===== src/rtl/filter_receiver_if.sv =====
// Broadcast-in / allocator-out handshake bundle for the filter receiver.
// The slave side is the receiver; the master side is its environment.
interface filter_receiver_if #(
  parameter int CNT_W  = 13,
  parameter int DATA_W = 18
);
  logic              bc_en;
  logic [CNT_W-1:0]  bc_counter;
  logic [DATA_W-1:0] bc_data;
  logic              block;
  logic              out_valid;
  logic              out_ready;
  logic [CNT_W-1:0]  out_counter;
  logic [DATA_W-1:0] out_data;

  modport master (
    output bc_en, bc_counter, bc_data, out_ready,
    input  block, out_valid, out_counter, out_data
  );

  modport slave (
    input  bc_en, bc_counter, bc_data, out_ready,
    output block, out_valid, out_counter, out_data
  );
endinterface


===== src/rtl/filter_receiver.sv =====
// Allocator-side endpoint of the filter broadcast: buffers (counter, weight)
// pairs in a FIFO, back-pressures the broadcaster, checks sequence, flags done.
module filter_receiver #(
  parameter int DEPTH = 8,
  parameter int SKID  = 2
) (
  input  logic                   clk,
  input  logic                   rst,
  input  logic                   clear,
  filter_receiver_if.slave       bus,
  input  logic [12:0]            filter_length,
  output logic                   done,
  output logic                   seq_err,
  output logic                   overflow
);

  localparam int CNT_W  = 13;
  localparam int DATA_W = 18;
  localparam int PTR_W  = $clog2(DEPTH);
  localparam int OCC_W  = $clog2(DEPTH + 1);

  localparam logic [OCC_W-1:0] OCC_FULL   = OCC_W'(DEPTH);
  localparam logic [OCC_W-1:0] OCC_THRESH = OCC_W'(DEPTH - SKID);

  function automatic logic [CNT_W-1:0] sat_inc(input logic [CNT_W-1:0] v);
    return (v == '1) ? v : v + CNT_W'(1);
  endfunction

  logic [CNT_W-1:0]  mem_counter [DEPTH];
  logic [DATA_W-1:0] mem_data    [DEPTH];

  logic [PTR_W-1:0] wr_ptr;
  logic [PTR_W-1:0] rd_ptr;
  logic [OCC_W-1:0] occ;
  logic [CNT_W-1:0] expected;
  logic [CNT_W-1:0] accepted;

  logic             head_vld;
  logic             full;
  logic             pop;
  logic             push;
  logic             drop;
  logic [OCC_W-1:0] occ_nxt;
  logic [CNT_W-1:0] acc_nxt;
  logic             done_set;

  assign head_vld = (occ != '0);
  assign full     = (occ == OCC_FULL);
  assign pop      = head_vld & bus.out_ready;
  // A full FIFO still accepts a push when the head leaves on the same edge.
  assign push     = bus.bc_en & (~full | pop);
  assign drop     = bus.bc_en & full & ~pop;

  always_comb begin
    occ_nxt = occ;
    if (push && !pop) begin
      occ_nxt = occ + OCC_W'(1);
    end else if (!push && pop) begin
      occ_nxt = occ - OCC_W'(1);
    end
  end

  assign acc_nxt  = push ? sat_inc(accepted) : accepted;
  assign done_set = (acc_nxt >= filter_length) && (occ_nxt == '0);

  assign bus.out_valid   = head_vld;
  assign bus.out_counter = head_vld ? mem_counter[rd_ptr] : '0;
  assign bus.out_data    = head_vld ? mem_data[rd_ptr]    : '0;

  // Storage: data only, no reset; pointers decide what is live.
  always_ff @(posedge clk) begin
    if (push && !clear) begin
      mem_counter[wr_ptr] <= bus.bc_counter;
      mem_data[wr_ptr]    <= bus.bc_data;
    end
  end

  // Control: pointers, occupancy, sequence tracking and sticky flags.
  always_ff @(posedge clk or negedge rst) begin
    if (!rst) begin
      wr_ptr    <= '0;
      rd_ptr    <= '0;
      occ       <= '0;
      expected  <= '0;
      accepted  <= '0;
      bus.block <= 1'b0;
      done      <= 1'b0;
      seq_err   <= 1'b0;
      overflow  <= 1'b0;
    end else if (clear) begin
      wr_ptr    <= '0;
      rd_ptr    <= '0;
      occ       <= '0;
      expected  <= '0;
      accepted  <= '0;
      bus.block <= 1'b0;
      done      <= 1'b0;
      seq_err   <= 1'b0;
      overflow  <= 1'b0;
    end else begin
      if (push) begin
        wr_ptr <= wr_ptr + PTR_W'(1);
        // Resync on the received value so one gap raises only one error.
        expected <= bus.bc_counter + CNT_W'(1);
        if (bus.bc_counter != expected) begin
          seq_err <= 1'b1;
        end
      end
      if (pop) begin
        rd_ptr <= rd_ptr + PTR_W'(1);
      end
      if (drop) begin
        overflow <= 1'b1;
      end
      if (done_set) begin
        done <= 1'b1;
      end
      occ       <= occ_nxt;
      accepted  <= acc_nxt;
      bus.block <= (occ_nxt >= OCC_THRESH);
    end
  end

endmodule


===== src/flat_wrapper.sv =====
// flat-port wrapper written by rule: the top's interface ports become plain ports
module filter_receiver_flat 
#(
  parameter int DEPTH = 8,
  parameter int SKID  = 2
)
  (clk, rst, clear, filter_length, done, seq_err, overflow, bus_bc_en, bus_bc_counter, bus_bc_data, bus_out_ready, bus_block, bus_out_valid, bus_out_counter, bus_out_data);
  filter_receiver_if bus_i ();
  input  logic clk;
  input  logic rst;
  input  logic clear;
  input  logic [12:0] filter_length;
  output logic done;
  output logic seq_err;
  output logic overflow;
  input wire logic [$bits(bus_i.bc_en)-1:0] bus_bc_en;
  input wire logic [$bits(bus_i.bc_counter)-1:0] bus_bc_counter;
  input wire logic [$bits(bus_i.bc_data)-1:0] bus_bc_data;
  input wire logic [$bits(bus_i.out_ready)-1:0] bus_out_ready;
  output wire logic [$bits(bus_i.block)-1:0] bus_block;
  output wire logic [$bits(bus_i.out_valid)-1:0] bus_out_valid;
  output wire logic [$bits(bus_i.out_counter)-1:0] bus_out_counter;
  output wire logic [$bits(bus_i.out_data)-1:0] bus_out_data;
  assign bus_i.bc_en = bus_bc_en;
  assign bus_i.bc_counter = bus_bc_counter;
  assign bus_i.bc_data = bus_bc_data;
  assign bus_i.out_ready = bus_out_ready;
  assign bus_block = bus_i.block;
  assign bus_out_valid = bus_i.out_valid;
  assign bus_out_counter = bus_i.out_counter;
  assign bus_out_data = bus_i.out_data;
  filter_receiver #(.DEPTH(DEPTH), .SKID(SKID)) u_core (.clk(clk), .rst(rst), .clear(clear), .bus(bus_i), .filter_length(filter_length), .done(done), .seq_err(seq_err), .overflow(overflow));
endmodule

===== config.mk =====
export PLATFORM = sky130hd
export DESIGN_NAME = filter_receiver_flat
export DESIGN_NICKNAME = d
export VERILOG_FILES = /design/src/rtl/filter_receiver_if.sv /design/src/rtl/filter_receiver.sv /design/src/flat_wrapper.sv
export SDC_FILE = /design/constraint.sdc
export NUM_CORES = 1
export LEC_CHECK = 0
export BUFFER_PORTS_ARGS = -buffer_cell sky130_fd_sc_hd__buf_4
export CAP_MARGIN = 20
export CORE_ASPECT_RATIO = 0.7
export CORE_MARGIN = 1
export CORE_UTILIZATION = 36
export CTS_CLUSTER_DIAMETER = 50
export DETAILED_ROUTE_END_ITERATION = 10
export GPL_TIMING_DRIVEN = 0
export PLACE_DENSITY = 0.61
export SETUP_SLACK_MARGIN = 0.4
export SLEW_MARGIN = 20
export SYNTH_ARGS = -nofsm -noshare
export SYNTH_HDL_FRONTEND = slang
export SYNTH_SLANG_ARGS = --single-unit

===== constraint.sdc =====
create_clock -name clk -period 4.6 [get_ports clk]
set_clock_uncertainty 0.15 [all_clocks]
set_input_delay 0.69 -clock clk [delete_from_list [all_inputs] [get_ports clk]]
set_output_delay 0.69 -clock clk [all_outputs]
set_load 0.02 [all_outputs]

==> results.sh, run 1 <==
export IMPL_fmax_ghz=0.269
export IMPL_synthAdderAreaFrac_pct=1.95
export IMPL_critPathTopFamily="buffers and inverters"
export IMPL_yosys_area_share_simple_pct=6.56
export IMPL_synth_edf_count=248
export IMPL_cpMostUsedCell="clkbuf_1"
export IMPL_drc=0
export IMPL_hold_violations=0
export IMPL_final_cell_mix="edfxtp_1, buf_4, mux4_2"
export IMPL_max_stage_delay_ps=620
export IMPL_yosysUniqueCellTypes=57
export IMPL_cts_root_buffer="clkbuf_16"
export IMPL_cap_viol_max_count=0
export IMPL_clock_path_buffers=3
export IMPL_ys_seq_area_share_pct=69.4
export IMPL_netlist_instances=701
export IMPL_power_leakage_uw=0.00508
export IMPL_h_tree_depth=1
export IMPL_yosys_most_used_dff="edfxtp_1"
export IMPL_grt_total_usage_pct=15.4
export IMPL_r2r_setup_slack_ps=1190
export IMPL_synth_area_leaders="edfxtp_1, mux4_2, dfrtp_1"
export IMPL_final_fill_count=2812
export IMPL_crit_required_ps=3760
export IMPL_wl_per_cell_microns=20.2
export IMPL_post_cts_buffers=0
export IMPL_status="finished, final reports clean"
export IMPL_crit_arrival_ps=2870
export IMPL_worstPathMaxFanout=10
export IMPL_coreArea_sq_um=32800
export IMPL_period_share_pct=80.7
export IMPL_die_x_microns=222
export IMPL_port_buffers=82
export IMPL_cts_resized=0
export IMPL_regArea_sq_um=8450
export IMPL_grt_first_pass_wirelength_mm=40.5
export IMPL_synthArstFlopShare_pct=13.9
export IMPL_vdd_drop_max_mv=0.303
export IMPL_io_pins=85
export IMPL_slowest_stage="clkbuf_1"
export IMPL_syn_nets=769
export IMPL_hold_class="in -> reg"
export IMPL_syn_area_sq_um=12200
export IMPL_initial_core_util_pct=37.1
export IMPL_cts_clk_slew_worst_paths_ps=60
export IMPL_dieArea_sq_um=34600
export IMPL_cts_buffers=28
export IMPL_yosysTopAreaCell="edfxtp_1"
export IMPL_tritoncts="built"
export IMPL_setup_tns_ps=0
export IMPL_areaGrowthSynthToFinish_pct=20.1
export IMPL_p_per_area_nw_per_um2=475
export IMPL_cts_hold_fix_buffers=1
export IMPL_clock_sinks=288
export IMPL_row_count=55
export IMPL_multiInputGateArea_sq_um=3560
export IMPL_die_y_microns=156
export IMPL_dp_hpwl_mm=17.7
export IMPL_antenna_found_initial=0
export IMPL_drt_iter0_markers=451
export IMPL_muxShareOfSynthArea_pct=14.1
export IMPL_nNetsFinal=904
export IMPL_gp_congestion=0.786
export IMPL_synth_top_area_share_pct=61.1
export IMPL_vias=6516
export IMPL_via_per_inst=5.07
export IMPL_synth_avg_cell_area_sq_um=17.4
export IMPL_rsz0062_at_grt="false"
export IMPL_place_area_sq_um=13700
export IMPL_drive_gt1_share_pct=28.4
export IMPL_crit_chain="clkbuf_1, clkbuf_1, mux4_2, mux2i_1, nor2_1, buf_4"
export IMPL_slew_headroom_pct=35.8
export IMPL_yosysWarningCount=0
export IMPL_synth_compound_area_share_pct=3.23
export IMPL_grt_pass1_vias=6735
export IMPL_design_area_sq_um=14600
export IMPL_layout_min_cycle_time_ps=3710
export IMPL_cp_end_kind="primary output"
export IMPL_final_common_cell="edfxtp_1"
export IMPL_ant_nets=0
export IMPL_report_final_slew_viol_count=0
export IMPL_diodes=0
export IMPL_critical_path_buf_inv_count=3
export IMPL_detail_route_first_pass_iterations=5
export IMPL_grt_max_degree=41
export IMPL_crit_path_start_kind="register"
export IMPL_critPathKind="reg -> out"
export IMPL_insertion_delay_ps=550
export IMPL_synth_xor_area_share_pct=2.80
export IMPL_yosys_register_bits=288
export IMPL_worst_slew_pin_slew_ps=963
export IMPL_drt_total_wl_mm=26.0
export IMPL_overflow=0
export IMPL_synth_top_family_by_area="multiplexers"
export IMPL_setup_violations=0
[worst reg2reg max path: cells and delay by family (launching register included)]
| family | cells | cell delay, ps |
|---|---|---|
| buffers and inverters | 3 | 660 |
| adder cells (fa/ha/maj) | 1 | 270 |
| flip-flops | 1 | 480 |
| AND/OR/NAND/NOR | 4 | 1550 |
[cell families after synthesis]
kind of cell    Yosys count
simple gates            150
flops                   288
buf+inv                  55
fa+ha+maj                19
xor+xnor                 39
compound gates           56
mux                      94
[report_power, final]
group	internal, uW	switching, uW
logic	736	948
registers	2910	43.7
clock network	1370	936
total	5020	1930
[per-layer routing]
layer  share of wire (%)  routed length, microns  global-route usage [%]
met5                   0                       0                       0
met1                  49                   12700                    23.0
met2                  45                   11600                    23.5
met3                 4.9                    1260                    2.84
met4                 1.7                     434                    3.44
[Yosys cell counts (14+ instances only)]
library cell,number
inv_1,17
dfrtp_1,40
mux4_2,62
a21oi_1,14
clkbuf_1,17
nand2_1,18
ha_1,19
xnor2_1,22
edfxtp_1,248
nor2_1,60
xor2_1,17
mux2i_1,31
[state kept, by name, summed over array words and instances, names as in the netlist]
register and cells:
u_core.mem_data 144, u_core.mem_counter 104, u_core.accepted 13, u_core.expected 13, u_core.occ 4, u_core.rd_ptr 3
u_core.wr_ptr 3, u_core.bus.block 1, u_core.done 1, u_core.overflow 1, u_core.seq_err 1
[path summary, 6_finish.rpt]
path | start | endpoint | depth (start not counted)
min in group asynchronous | rst | u_core.expected[9] | 2
setup / recovery | u_core.rd_ptr[1] | bus_out_counter[11] | 6
hold reg to reg | u_core.seq_err | u_core.seq_err | 2
max in group asynchronous | rst | u_core.overflow | 2
setup reg to reg | u_core.occ[1] | u_core.mem_data[5][3] | 8
hold / removal | bus_bc_data[2] | u_core.mem_data[5][2] | 1
[per-stage QoR]
stage | util (%) | instances | hold slack [ps] | worst slack (ps) | total power [uW]
floorplan | - | 701 | 244 | 497 | 4090
global placement | 40.6 | 1210 | 346 | -1770 | 4700
detailed placement | 41.7 | 1232 | 358 | 1230 | 4720
CTS | 44.5 | 1284 | 203 | 793 | 7030
global route | 44.5 | 1284 | 221 | 750 | 7240
finish | 44.5 | 1284 | 227 | 889 | 6950
[area by class of cell]
cell class | instances | area share (%)
Timing Repair Buffer | 105 | 6.26
Buffer | 36 | 1.14
Sequential cell | 288 | 57.8
Tap cell | 427 | 3.65
Clock inverter | 10 | 0.873
Inverter | 19 | 0.488
Multi-Input combinational cell | 358 | 24.3
Clock buffer | 41 | 5.48
(Power assumes the default switching activity.)
==> run 2: changes to the inputs <==
Settings changed: PLACE_DENSITY 0.61 to 0.59.
Clock period 4.6 ns to 3.86 ns, I/O delays scaled along.
==> run 2 against run 1 <==
  * Hold slack got worse by 140 ps
  * Die area unchanged
  * Count of clock-buffer cells in the layout decreased by 9
  * Highest routed layer unchanged
  * Sequential power increased by 19%
  * Final cell count increased by 0.78%
==> results.sh, run 2 (same netlist as run 1, synthesis figures left out) <==
export IMPL_status="finished, final reports clean"
export IMPL_final_fill_count=2843
export IMPL_vdd_drop_max_mv=0.348
export IMPL_setup_tns_ps=0
export IMPL_gp_congestion=0.771
export IMPL_multiInputGateArea_sq_um=3560
export IMPL_largest_register="u_core.mem_data"
export IMPL_tritoncts="built"
export IMPL_port_buffers=82
export IMPL_io_pins=85
export IMPL_h_tree_depth=1
export IMPL_largest_register_ffs=144
export IMPL_fmax_ghz=0.302
export IMPL_pre_cts_ws_ps=505
export IMPL_coreArea_sq_um=32800
export IMPL_die_x_microns=222
export IMPL_drive_gt1_share_pct=31.0
export IMPL_slew_headroom_pct=36.1
export IMPL_row_count=55
export IMPL_areaGrowthSynthToFinish_pct=21.6
export IMPL_worst_slack_ps=545
export IMPL_period_share_pct=85.9
export IMPL_crit_arrival_ps=2590
export IMPL_cp_end_kind="primary output"
export IMPL_drc=0
export IMPL_hold_class="in -> reg"
export IMPL_cts_clk_slew_worst_paths_ps=60
export IMPL_wl_per_cell_microns=20.8
export IMPL_grt_max_degree=41
export IMPL_grt_first_pass_wirelength_mm=41.9
export IMPL_cts_buffers=31
export IMPL_antenna_found_initial=0
export IMPL_setup_violations=0
export IMPL_dp_hpwl_mm=18.1
export IMPL_clock_sinks=288
export IMPL_dieArea_sq_um=34600
export IMPL_cts_root_buffer="clkbuf_16"
export IMPL_crit_path_start_kind="register"
export IMPL_clock_path_buffers=3
export IMPL_detail_route_first_pass_iterations=5
export IMPL_vias=6613
export IMPL_final_common_cell="edfxtp_1"
export IMPL_report_final_slew_viol_count=0
export IMPL_power_leakage_uw=0.00519
export IMPL_critPathKind="reg -> out"
export IMPL_via_per_inst=5.11
export IMPL_p_per_area_nw_per_um2=581
export IMPL_top_regs="u_core.mem_data x144, u_core.mem_counter x104"
export IMPL_diodes=0
export IMPL_final_cell_mix="edfxtp_1, buf_4, mux4_2"
export IMPL_drt_iter0_markers=433
export IMPL_crit_required_ps=3130
export IMPL_regArea_sq_um=8450
export IMPL_grt_pass1_vias=6871
export IMPL_insertion_delay_ps=570
export IMPL_grt_total_usage_pct=16.0
export IMPL_cap_viol_max_count=0
export IMPL_overflow=0
export IMPL_hold_violations=0
export IMPL_worst_slew_pin_slew_ps=959
export IMPL_worstPathMaxFanout=10
export IMPL_die_y_microns=156
export IMPL_layout_min_cycle_time_ps=3320
export IMPL_nNetsFinal=911
export IMPL_ant_nets=0
export IMPL_rsz0062_at_grt="true"
export IMPL_drt_total_wl_mm=26.9
export IMPL_initial_core_util_pct=37.1
[run 2: layout make-up]
cell class	count	area share, %
plain buffers	36	1.31
multi-input cells	358	24.0
inverters	19	0.482
clock buffers	32	5.26
flip-flops and latches	288	57.1
repair buffers	109	6.42
clock inverters	25	1.83
well taps	427	3.61
[run 2: worst max-delay path, cell delays in order (launching register included)]
cell	delay, ps
dfrtp_1	350
buf_2	290
buf_4	320
mux4_2	540
mux2i_1	240
nor2_1	100
buf_4	170
[run 2: timing repair]
| action | in CTS | in global routing |
|---|---|---|
| gates resized for setup | 11 | 12 |
| pin swaps | 0 | 1 |
| hold buffers | 1 | 0 |
| setup endpoints to repair | 31 | 37 |
| endpoints found under the hold margin | 40 | 0 |
| setup buffers | 0 | 2 |
[run 2: power breakdown]
group | internal [uW] | switching [uW] | total, uW
Combinational | 903 | 1140 | 2040
Sequential | 3470 | 52.5 | 3520
Clock | 1760 | 1280 | 3040
[run 2: worst paths after layout]
kind                             startpoint                    end  slack, ps  cells past startpoint
min in group asynchronous               rst     u_core.expected[0]        390                      2
hold reg to reg                 u_core.done            u_core.done        360                      2
setup reg to reg              u_core.occ[1]            u_core.done        630                     12
hold / removal               bus_bc_data[9]  u_core.mem_data[5][9]         90                      1
max in group asynchronous               rst          u_core.occ[0]       2760                      2
setup / recovery           u_core.rd_ptr[0]    bus_out_counter[11]        540                      6
[run 2: routing by layer]
metal  vias to the layer above  global-route usage (%)  share of wire, %
met4                         0                    3.77               1.9
met1                      3382                    23.9                49
met3                        36                    3.15               4.8
li1                       3034                       -                 -
met2                       161                    24.0                44
met5                         -                       0                 0
[run 2: through the flow]
stage	utilization (%)	total power, uW	instance area (sq um)	std cells	hold WS (ps)
detailed placement	41.7	5630	13700	1234	355
finish	45.1	8600	14800	1294	87.2
floorplan	-	4870	12200	701	133
global route	45.1	8980	14800	1294	65.6
CTS	45.0	8690	14800	1292	56.4
global placement	40.6	5600	13300	1210	358
